`config.mk`:
```
export PLATFORM = sky130hd
export DESIGN_NAME = icache_ack_gen
export DESIGN_NICKNAME = d
export VERILOG_FILES = /design/src/rtl/icache_ack_gen.sv
export SDC_FILE = /design/constraint.sdc
export NUM_CORES = 1
export LEC_CHECK = 0
export CAP_MARGIN = 20
export CORE_MARGIN = 10
export CORE_UTILIZATION = 55
export CTS_CLUSTER_DIAMETER = 60
export DETAILED_ROUTE_END_ITERATION = 10
export PLACE_DENSITY_LB_ADDON = 0.08
export SKIP_CTS_REPAIR_TIMING = 1
export SYNTH_ARGS = -nofsm -noshare
export SYNTH_HDL_FRONTEND = slang
export SYNTH_SLANG_ARGS = --single-unit
export TNS_END_PERCENT = 20
```
`constraint.sdc`:
```
create_clock -name clk -period 7.9 [get_ports clk]
set_input_delay 0.79 -clock clk [delete_from_list [all_inputs] [get_ports clk]]
set_output_delay 0.79 -clock clk [all_outputs]
set_load 0.005 [all_outputs]
```
`src/rtl/icache_ack_gen.sv`:
```
// Fetch acknowledge generator: tracks outstanding instruction fetches in a tagged
// table and returns memory responses to the ROB in response-arrival order.
module icache_ack_gen #(
  parameter int ROB_PTR_WIDTH    = 6,
  parameter int FETCH_DATA_WIDTH = 32,
  parameter int ADDR_WIDTH       = 32,
  parameter int OST_DEPTH        = 4,
  parameter int OST_ID_WIDTH     = $clog2(OST_DEPTH)
) (
  input  logic                        clk,
  input  logic                        rst,
  input  logic                        req_vld,
  output logic                        req_rdy,
  input  logic [ADDR_WIDTH-1:0]       req_pc,
  input  logic [ROB_PTR_WIDTH-1:0]    req_entry_id,
  output logic                        mem_req_vld,
  input  logic                        mem_req_rdy,
  output logic [ADDR_WIDTH-1:0]       mem_req_addr,
  output logic [OST_ID_WIDTH-1:0]     mem_req_tag,
  input  logic                        mem_rsp_vld,
  input  logic [OST_ID_WIDTH-1:0]     mem_rsp_tag,
  input  logic [FETCH_DATA_WIDTH-1:0] mem_rsp_data,
  output logic                        icache_ack_vld,
  input  logic                        icache_ack_rdy,
  output logic [FETCH_DATA_WIDTH-1:0] icache_ack_pld,
  output logic [ROB_PTR_WIDTH-1:0]    icache_ack_entry_id,
  input  logic                        fe_ctrl_flush,
  output logic                        fe_ctrl_flush_done,
  output logic                        err_unexp_rsp
);

  localparam int CNT_WIDTH = OST_ID_WIDTH + 1;

  typedef enum logic [1:0] {
    ST_FREE  = 2'd0,
    ST_WAIT  = 2'd1,
    ST_STALE = 2'd2,
    ST_DONE  = 2'd3
  } ost_state_e;

  ost_state_e                  state_r     [OST_DEPTH];
  ost_state_e                  state_nxt_s [OST_DEPTH];
  logic [ROB_PTR_WIDTH-1:0]    eid_r       [OST_DEPTH];
  logic [FETCH_DATA_WIDTH-1:0] fifo_data_r [OST_DEPTH];
  logic [ROB_PTR_WIDTH-1:0]    fifo_eid_r  [OST_DEPTH];
  logic [OST_ID_WIDTH-1:0]     fifo_tag_r  [OST_DEPTH];
  logic [OST_ID_WIDTH-1:0]     rd_ptr_r;
  logic [OST_ID_WIDTH-1:0]     wr_ptr_r;
  logic [CNT_WIDTH-1:0]        count_r;
  logic                        err_unexp_r;

  logic                        has_free_s;
  logic [OST_ID_WIDTH-1:0]     free_tag_s;
  logic                        busy_s;
  logic [OST_DEPTH-1:0]        rsp_hit_s;
  ost_state_e                  rsp_state_s;
  logic [OST_ID_WIDTH-1:0]     head_tag_s;
  logic                        accept_s;
  logic                        push_s;
  logic                        pop_s;
  logic                        ack_vld_s;
  logic                        rsp_err_s;

  // Lowest-index free entry, outstanding-memory status and per-entry response hit
  always_comb begin
    has_free_s = 1'b0;
    free_tag_s = {OST_ID_WIDTH{1'b0}};
    busy_s     = 1'b0;
    rsp_hit_s  = {OST_DEPTH{1'b0}};
    for (int i = OST_DEPTH - 1; i >= 0; i--) begin
      has_free_s   = has_free_s | (state_r[i] == ST_FREE);
      free_tag_s   = (state_r[i] == ST_FREE) ? OST_ID_WIDTH'(i) : free_tag_s;
      busy_s       = busy_s | (state_r[i] == ST_WAIT) | (state_r[i] == ST_STALE);
      rsp_hit_s[i] = mem_rsp_vld & (mem_rsp_tag == OST_ID_WIDTH'(i));
    end
  end

  assign rsp_state_s = state_r[mem_rsp_tag];
  assign head_tag_s  = fifo_tag_r[rd_ptr_r];

  // Flush blocks every handshake so no transaction is half-committed in that cycle
  assign req_rdy     = mem_req_rdy & has_free_s & ~fe_ctrl_flush;
  assign mem_req_vld = req_vld & has_free_s & ~fe_ctrl_flush;
  assign accept_s    = req_vld & req_rdy;
  assign ack_vld_s   = (count_r != CNT_WIDTH'(0)) & ~fe_ctrl_flush;
  assign pop_s       = ack_vld_s & icache_ack_rdy;
  assign push_s      = mem_rsp_vld & (rsp_state_s == ST_WAIT) & ~fe_ctrl_flush;
  assign rsp_err_s   = mem_rsp_vld & ((rsp_state_s == ST_FREE) | (rsp_state_s == ST_DONE));

  // Per-entry next state; a flush turns in-flight entries stale unless their data lands now
  always_comb begin
    for (int i = 0; i < OST_DEPTH; i++) begin
      state_nxt_s[i] = state_r[i];
      case (state_r[i])
        ST_FREE:  state_nxt_s[i] = (accept_s && (free_tag_s == OST_ID_WIDTH'(i))) ? ST_WAIT : ST_FREE;
        ST_WAIT: begin
          if (fe_ctrl_flush) begin
            state_nxt_s[i] = rsp_hit_s[i] ? ST_FREE : ST_STALE;
          end else begin
            state_nxt_s[i] = rsp_hit_s[i] ? ST_DONE : ST_WAIT;
          end
        end
        ST_STALE: state_nxt_s[i] = rsp_hit_s[i] ? ST_FREE : ST_STALE;
        ST_DONE:  state_nxt_s[i] = (fe_ctrl_flush || (pop_s && (head_tag_s == OST_ID_WIDTH'(i))))
                                   ? ST_FREE : ST_DONE;
        default:  state_nxt_s[i] = ST_FREE;
      endcase
    end
  end

  // Outstanding table, response FIFO and sticky error register
  always_ff @(posedge clk) begin
    if (rst) begin
      for (int i = 0; i < OST_DEPTH; i++) begin
        state_r[i] <= ST_FREE;
      end
      rd_ptr_r    <= {OST_ID_WIDTH{1'b0}};
      wr_ptr_r    <= {OST_ID_WIDTH{1'b0}};
      count_r     <= {CNT_WIDTH{1'b0}};
      err_unexp_r <= 1'b0;
    end else begin
      for (int i = 0; i < OST_DEPTH; i++) begin
        state_r[i] <= state_nxt_s[i];
      end
      if (accept_s) begin
        eid_r[free_tag_s] <= req_entry_id;
      end
      if (push_s) begin
        fifo_data_r[wr_ptr_r] <= mem_rsp_data;
        fifo_eid_r[wr_ptr_r]  <= eid_r[mem_rsp_tag];
        fifo_tag_r[wr_ptr_r]  <= mem_rsp_tag;
      end
      err_unexp_r <= err_unexp_r | rsp_err_s;
      if (fe_ctrl_flush) begin
        rd_ptr_r <= {OST_ID_WIDTH{1'b0}};
        wr_ptr_r <= {OST_ID_WIDTH{1'b0}};
        count_r  <= {CNT_WIDTH{1'b0}};
      end else begin
        if (push_s) begin
          wr_ptr_r <= wr_ptr_r + OST_ID_WIDTH'(1);
        end
        if (pop_s) begin
          rd_ptr_r <= rd_ptr_r + OST_ID_WIDTH'(1);
        end
        count_r <= count_r + CNT_WIDTH'(push_s) - CNT_WIDTH'(pop_s);
      end
    end
  end

  assign mem_req_addr        = req_pc;
  assign mem_req_tag         = free_tag_s;
  assign icache_ack_vld      = ack_vld_s;
  assign icache_ack_pld      = fifo_data_r[rd_ptr_r];
  assign icache_ack_entry_id = fifo_eid_r[rd_ptr_r];
  assign fe_ctrl_flush_done  = ~busy_s;
  assign err_unexp_rsp       = err_unexp_r;

endmodule
```
# Word level (Yosys, flattened, before mapping)
# Memories as Yosys holds them, arrays and structs flattened. A register that Yosys moved wholly into a read port is not among the register bits.
# Cells that the tools add are included.
# word_totals
mem_count	5
output_inout_bits	77
inputBits	79
regBits	8
word_cells	137
ram_bits	192
# op_classes
n_reduce_logical	22
n_mux	47
add_sub_neg	4
eq_ne	23
bitwise	32
# mem_list
memory	words	word_bits	rd	rd_clocked_by_memory_dff	write_ports	line	rtl
fifo_data_r	4	32	1	1	1	44	logic [FETCH_DATA_WIDTH-1:0] fifo_data_r [OST_DEPTH];
eid_r	4	6	1	0	1	43	logic [ROB_PTR_WIDTH-1:0] eid_r [OST_DEPTH];
fifo_eid_r	4	6	1	1	1	45	logic [ROB_PTR_WIDTH-1:0] fifo_eid_r [OST_DEPTH];
fifo_tag_r	4	2	1	1	1	46	logic [OST_ID_WIDTH-1:0] fifo_tag_r [OST_DEPTH];
state_r	4	2	5	0	4	41	ost_state_e state_r [OST_DEPTH];
# ops
cell	count
$mux W2	30
$pmux W2 S4	4
$eq A2 B2 Y1 const B	15
$eq A2 B1 Y1 const B	8
$logic_not A2 Y1	8
$or A1 B1 Y1	16
$and A1 B1 Y1	14
$mux W1	13
$logic_and A1 B1 Y1	8
$add A2 B1 Y2 const B	2
$logic_or A1 B1 Y1	4
$add A3 B1 Y3	1
$reduce_bool A3 Y1	1
$sub A3 B1 Y3	1
$not A1 Y1	2
$reduce_or A2 Y1	1

# Longest topological paths before layout
# depth
ltp_word	11
mapped_depth	14
depth_no_buf	12

# Worst setup path after synthesis
# No wires, ideal clock.
# synth_path
kind	input to register
startpoint	input port mem_rsp_tag[1]
endpoint	memory fifo_data_r[0][0], enable pin
setup_slack_ps	4515
setup_ps	401
path_stages	7
required_ps	7499
path_buffers	2
arrival_ps	2983
path_cell_list	clkbuf_1 -> mux4_2 -> inv_1 -> ha_1 -> and2_1 -> clkbuf_1 -> and3_1
# synth_between
elab_chain_cells	7
# synth_lines
item	line	rtl
start, declared	21	input logic [OST_ID_WIDTH-1:0] mem_rsp_tag,
$mem_v2 Z4 W2	n/a	
$eq A2 B1 Y1	87	assign push_s = mem_rsp_vld & (rsp_state_s == ST_WAIT) & ~fe_ctrl_flush;
$and A1 B1 Y1 (2 in series)	87	
$mux W1	128	if (push_s) begin
$mux W1	113	if (rst) begin
$mux W1 (implied by the code)	129	fifo_data_r[wr_ptr_r] <= mem_rsp_data;
end, declared	44	
# No other way between the ends.

# Final worst setup path
# layout_path
startpoint	input port mem_rsp_tag[0]
endpoint	register count_r[2]
# layout_between
elab_chain_cells	6
# layout_lines
item	line	rtl
$mem_v2 Z4 W2	n/a	
$eq A2 B1 Y1	87	
$and A1 B1 Y1 (2 in series)	87	
$add A3 B1 Y3	145	count_r <= count_r + CNT_WIDTH'(push_s) - CNT_WIDTH'(pop_s);
$sub A3 B1 Y3	145	
end signal, assigned	119	count_r <= {CNT_WIDTH{1'b0}};
end signal, assigned	137	count_r <= {CNT_WIDTH{1'b0}};
end signal, assigned	145	
end, declared	49	logic [CNT_WIDTH-1:0] count_r;
# No other way between the ends.
# A chain may end at the register's enable or synchronous reset.

==> results <==
- The run finished with clean final reports.
- From left edge to right edge, the die measures around 140 microns.
- The via count normalized by instance count is just under 6.
- The starting density of the core is 0.559.
- In this run, synthesis produced a sequential element count of between 200 and 250.
- In the global route stage, overall resource usage came out at 0.144.
- Final hold analysis gives a worst-case slack of between 0.5 and 0.6 ns.
- The time the final worst path needs with I/O delays and setup is roughly 3.8 ns.
- The I/O pin total is between 150 and 200.
- Max-cap violations in this run came to 0.
- Setup repair after global routing left no endpoint under its margin.
- The layout cell share with drive strength beyond 1 is 0.183.
- The count of standard-cell rows is 44.
- Fill cells in the final layout number just under 1,000.
- At the worst endpoint, the required time is between 8 and 9 ns.
- The final worst clock skew is 0.0155 ns.
- Counting every sink on the clock net gives about 200.
- The cell area that synthesis handed to floorplanning was 0.00809 sq mm.
- Summing all flip-flop and latch instances after layout gives about 0.0059 sq mm.
- For this run the aggregate overflow at the end of global routing stands at 0.
- Averaged over all synthesized cells, the footprint is 19.1 sq um.
- In this run, CTS created clock tree buffers numbering 21.
- The wire-length estimate of the detail-placed layout is 9070 microns.
- The clock passes through at most 3 buffers.
- Timing would allow up to between 0.2 and 0.3 GHz.
- The layout overhead on the synthesized area is 19.0%.
- The cell type contributing the most total cell area after synthesis is sky130_fd_sc_hd__edfxtp_1.
- The floorplan step set the die height to roughly 140 microns.
- The instance count of the mapped netlist is between 400 and 500.
- At the pin with the least slew margin, the transition time is ~1.1 ns.
- The die covers approximately 0.02 sq mm.
- The max-slew violation total from the final report is 0.
- In the layout the commonest cells are sky130_fd_sc_hd__edfxtp_1, sky130_fd_sc_hd__clkdlybuf4s50_1, sky130_fd_sc_hd__mux4_2.
- Counting flops with a built-in enable in the synthesized netlist gives between 150 and 200.
- The wire length after detailed routing is roughly 15,000 microns.
- Dividing the detail-routed wire length by the instance count gives 21.3 microns.
- The number of antenna violations at the first check in global routing is 0.
- The number of buffers added on ports is a little over 90.
- The sequential-to-total area share from yosys stat is 0.728.
- At the placement stage, the worst setup path has a slack of approximately 3.6 ns.
- The max-slew headroom at the worst pin is 0.259.
- For this run, the share of the core covered by cells in the final layout is 0.665.
- For this run, design rule violations remaining after detail routing come to 0.
- The final hold violation count came to 0.
- Synthesis produced a netlist with a net count of 515.
- The largest fanout on the critical path is 16.
- At the end of routability-driven placement, the weighted congestion stood at approximately 0.8.
- The worst supply voltage drop on vdd is ~0.16 mV.
- Once layout is complete, the cells apart from fillers number slightly below 700.
- Summed over all cells, the static leakage comes to around 3 nW.
- The multi-input gate area in the final layout is between 0.0015 and 0.002 sq mm.
- The detailed router placed about 4,000 vias in this run.
- The period utilization is 0.481.
- The placed instance count is around 650.
- Entering global routing, the biggest net connects approximately 40 pins.
- The first detailed-routing pass took 4 iterations.
- The via count of the first global-routing pass was 4,275.
- Of the post-synthesis cell area, the dominant cell type holds 0.683.
- 0 antenna diodes ended up in the layout.
- The most used flip-flop cell after synthesis is sky130_fd_sc_hd__edfxtp_1.
- The CTS H-tree depth is 1.
- The commonest non-fill, non-tap cell in the layout is sky130_fd_sc_hd__edfxtp_1.
- The count of nets left with antenna violations once routing finished came out at 0.
- Setup violations remaining at the end of the flow were counted as 0.
- The first global-routing pass estimated ~23,000 microns of wire.
- The number of nets in the finished design is approximately 580.
- The clock tree root buffer cell is sky130_fd_sc_hd__clkbuf_16.
- Power spread over the standard cell area amounts to around 230 mW/mm^2.
- The worst setup path is launched from an input pin.
- The total negative slack for setup checks is 0 ns.
- In this run, distinct cell masters in the synthesized netlist total 43.
- The floorplan step defined a core boundary enclosing about 0.014 sq mm.
- The final worst slack is between 4 and 5 ns.
- For the worst setup path, the data arrival time is roughly 4.2 ns.
- TritonCTS built the clock tree.
- By area the synthesized netlist is led by sky130_fd_sc_hd__edfxtp_1, sky130_fd_sc_hd__mux4_2, sky130_fd_sc_hd__dfxtp_1.
- At the later pin of the worst-skew pair, clock insertion delay measures roughly 0.5 ns.
- The min-delay analysis places its worst path in the category reg -> reg.
- The first routing iteration left ~220 violations.
- Yosys printed 0 warnings.
- The category of the critical setup timing path is in -> reg.
- The async set-or-reset flop fraction in the synthesized netlist is 0.
- Clock-pin slew was measured on the worst setup and hold paths at about 0.06 ns.
- The worst setup path is captured at a flip-flop.
[flip-flops by register name (all words and copies together), names as in the netlist, named ones only]
register       flops
fifo_data_r      128
eid_r             24
fifo_eid_r        24
fifo_tag_r         8
state_r            8
count_r            3
rd_ptr_r           2
wr_ptr_r           2
err_unexp_rsp      1
[Yosys cell counts (2+ instances only)]
master / instances
sky130_fd_sc_hd__a21oi_1: 11
sky130_fd_sc_hd__a31oi_1: 2
sky130_fd_sc_hd__and2_1: 3
sky130_fd_sc_hd__and3_1: 4
sky130_fd_sc_hd__buf_1: 4
sky130_fd_sc_hd__buf_2: 5
sky130_fd_sc_hd__buf_4: 32
sky130_fd_sc_hd__clkbuf_1: 10
sky130_fd_sc_hd__dfxtp_1: 18
sky130_fd_sc_hd__edfxtp_1: 184
sky130_fd_sc_hd__ha_1: 12
sky130_fd_sc_hd__inv_1: 9
sky130_fd_sc_hd__mux2i_1: 2
sky130_fd_sc_hd__mux4_2: 48
sky130_fd_sc_hd__nand2_1: 7
sky130_fd_sc_hd__nand2b_1: 3
sky130_fd_sc_hd__nand3_1: 5
sky130_fd_sc_hd__nand3b_1: 2
sky130_fd_sc_hd__nand4_1: 2
sky130_fd_sc_hd__nor2_1: 17
sky130_fd_sc_hd__nor2b_1: 2
sky130_fd_sc_hd__nor3_1: 8
sky130_fd_sc_hd__nor3b_1: 5
sky130_fd_sc_hd__o21ai_0: 2
sky130_fd_sc_hd__or2_2: 2
sky130_fd_sc_hd__xnor2_1: 5
sky130_fd_sc_hd__xor2_1: 3
[where the power goes]
group	internal, W	leakage, nW	switching, W	total, W
clock	0.000583	0.329	0.000374	0.000957
combinational	0.0000313	0.932	0.0000247	0.0000560
sequential	0.00117	1.80	0.00000189	0.00117
total	0.00178	3.06	0.000400	0.00218
[kinds of logic after synthesis]
group,share of synthesized area
xor+xnor,0.00866
mux,0.138
simple gates,0.0430
compound gates,0.0173
buf+inv,0.0449
flops,0.728
fa+ha+maj,0.0210
[critical path: stages]
cell                              delay, ns
sky130_fd_sc_hd__clkdlybuf4s50_1       0.99
sky130_fd_sc_hd__mux4_2                0.58
sky130_fd_sc_hd__inv_1                 0.07
sky130_fd_sc_hd__ha_1                  0.12
sky130_fd_sc_hd__and2_1                0.26
sky130_fd_sc_hd__nand2_1               0.10
sky130_fd_sc_hd__ha_1                  0.28
sky130_fd_sc_hd__inv_1                 0.04
sky130_fd_sc_hd__ha_1                  0.19
sky130_fd_sc_hd__fa_1                  0.38
sky130_fd_sc_hd__xnor2_1               0.18
sky130_fd_sc_hd__xnor2_1               0.13
sky130_fd_sc_hd__nor2_1                0.06
[layout make-up]
class | count | area share
Sequential cell | 202 | 0.612
Multi-Input combinational cell | 160 | 0.192
Timing Repair Buffer | 96 | 0.0995
Clock buffer | 24 | 0.0557
Tap cell | 184 | 0.0239
Clock inverter | 12 | 0.0139
Inverter | 9 | 0.00351
[routing by layer]
layer | vias to the layer above | part of all wire | track usage
met5 | - | 0 | 0
met3 | 54 | 0.070 | 0.0427
met1 | 2018 | 0.40 | 0.178
met2 | 114 | 0.51 | 0.241
li1 | 1777 | - | -
met4 | 0 | 0.023 | 0.0429
[worst paths after layout]
kind | start | to | slack, ns | depth (start not counted)
setup / recovery | mem_rsp_tag[0] | count_r[2] | 4.10 | 13
hold / removal | err_unexp_rsp | err_unexp_rsp | 0.51 | 2
setup reg to reg | state_r[2][1] | count_r[2] | 5.08 | 12
hold reg to reg | err_unexp_rsp | err_unexp_rsp | 0.51 | 2
[stage by stage]
stage	total power, W	instance area [sq um]
after floorplan	0.00122	8090
after global placement	0.00125	8930
after detailed placement	0.00125	8930
after CTS	0.00220	9600
after global routing	0.00226	9630
final	0.00218	9630
(Power assumes the default switching activity.)
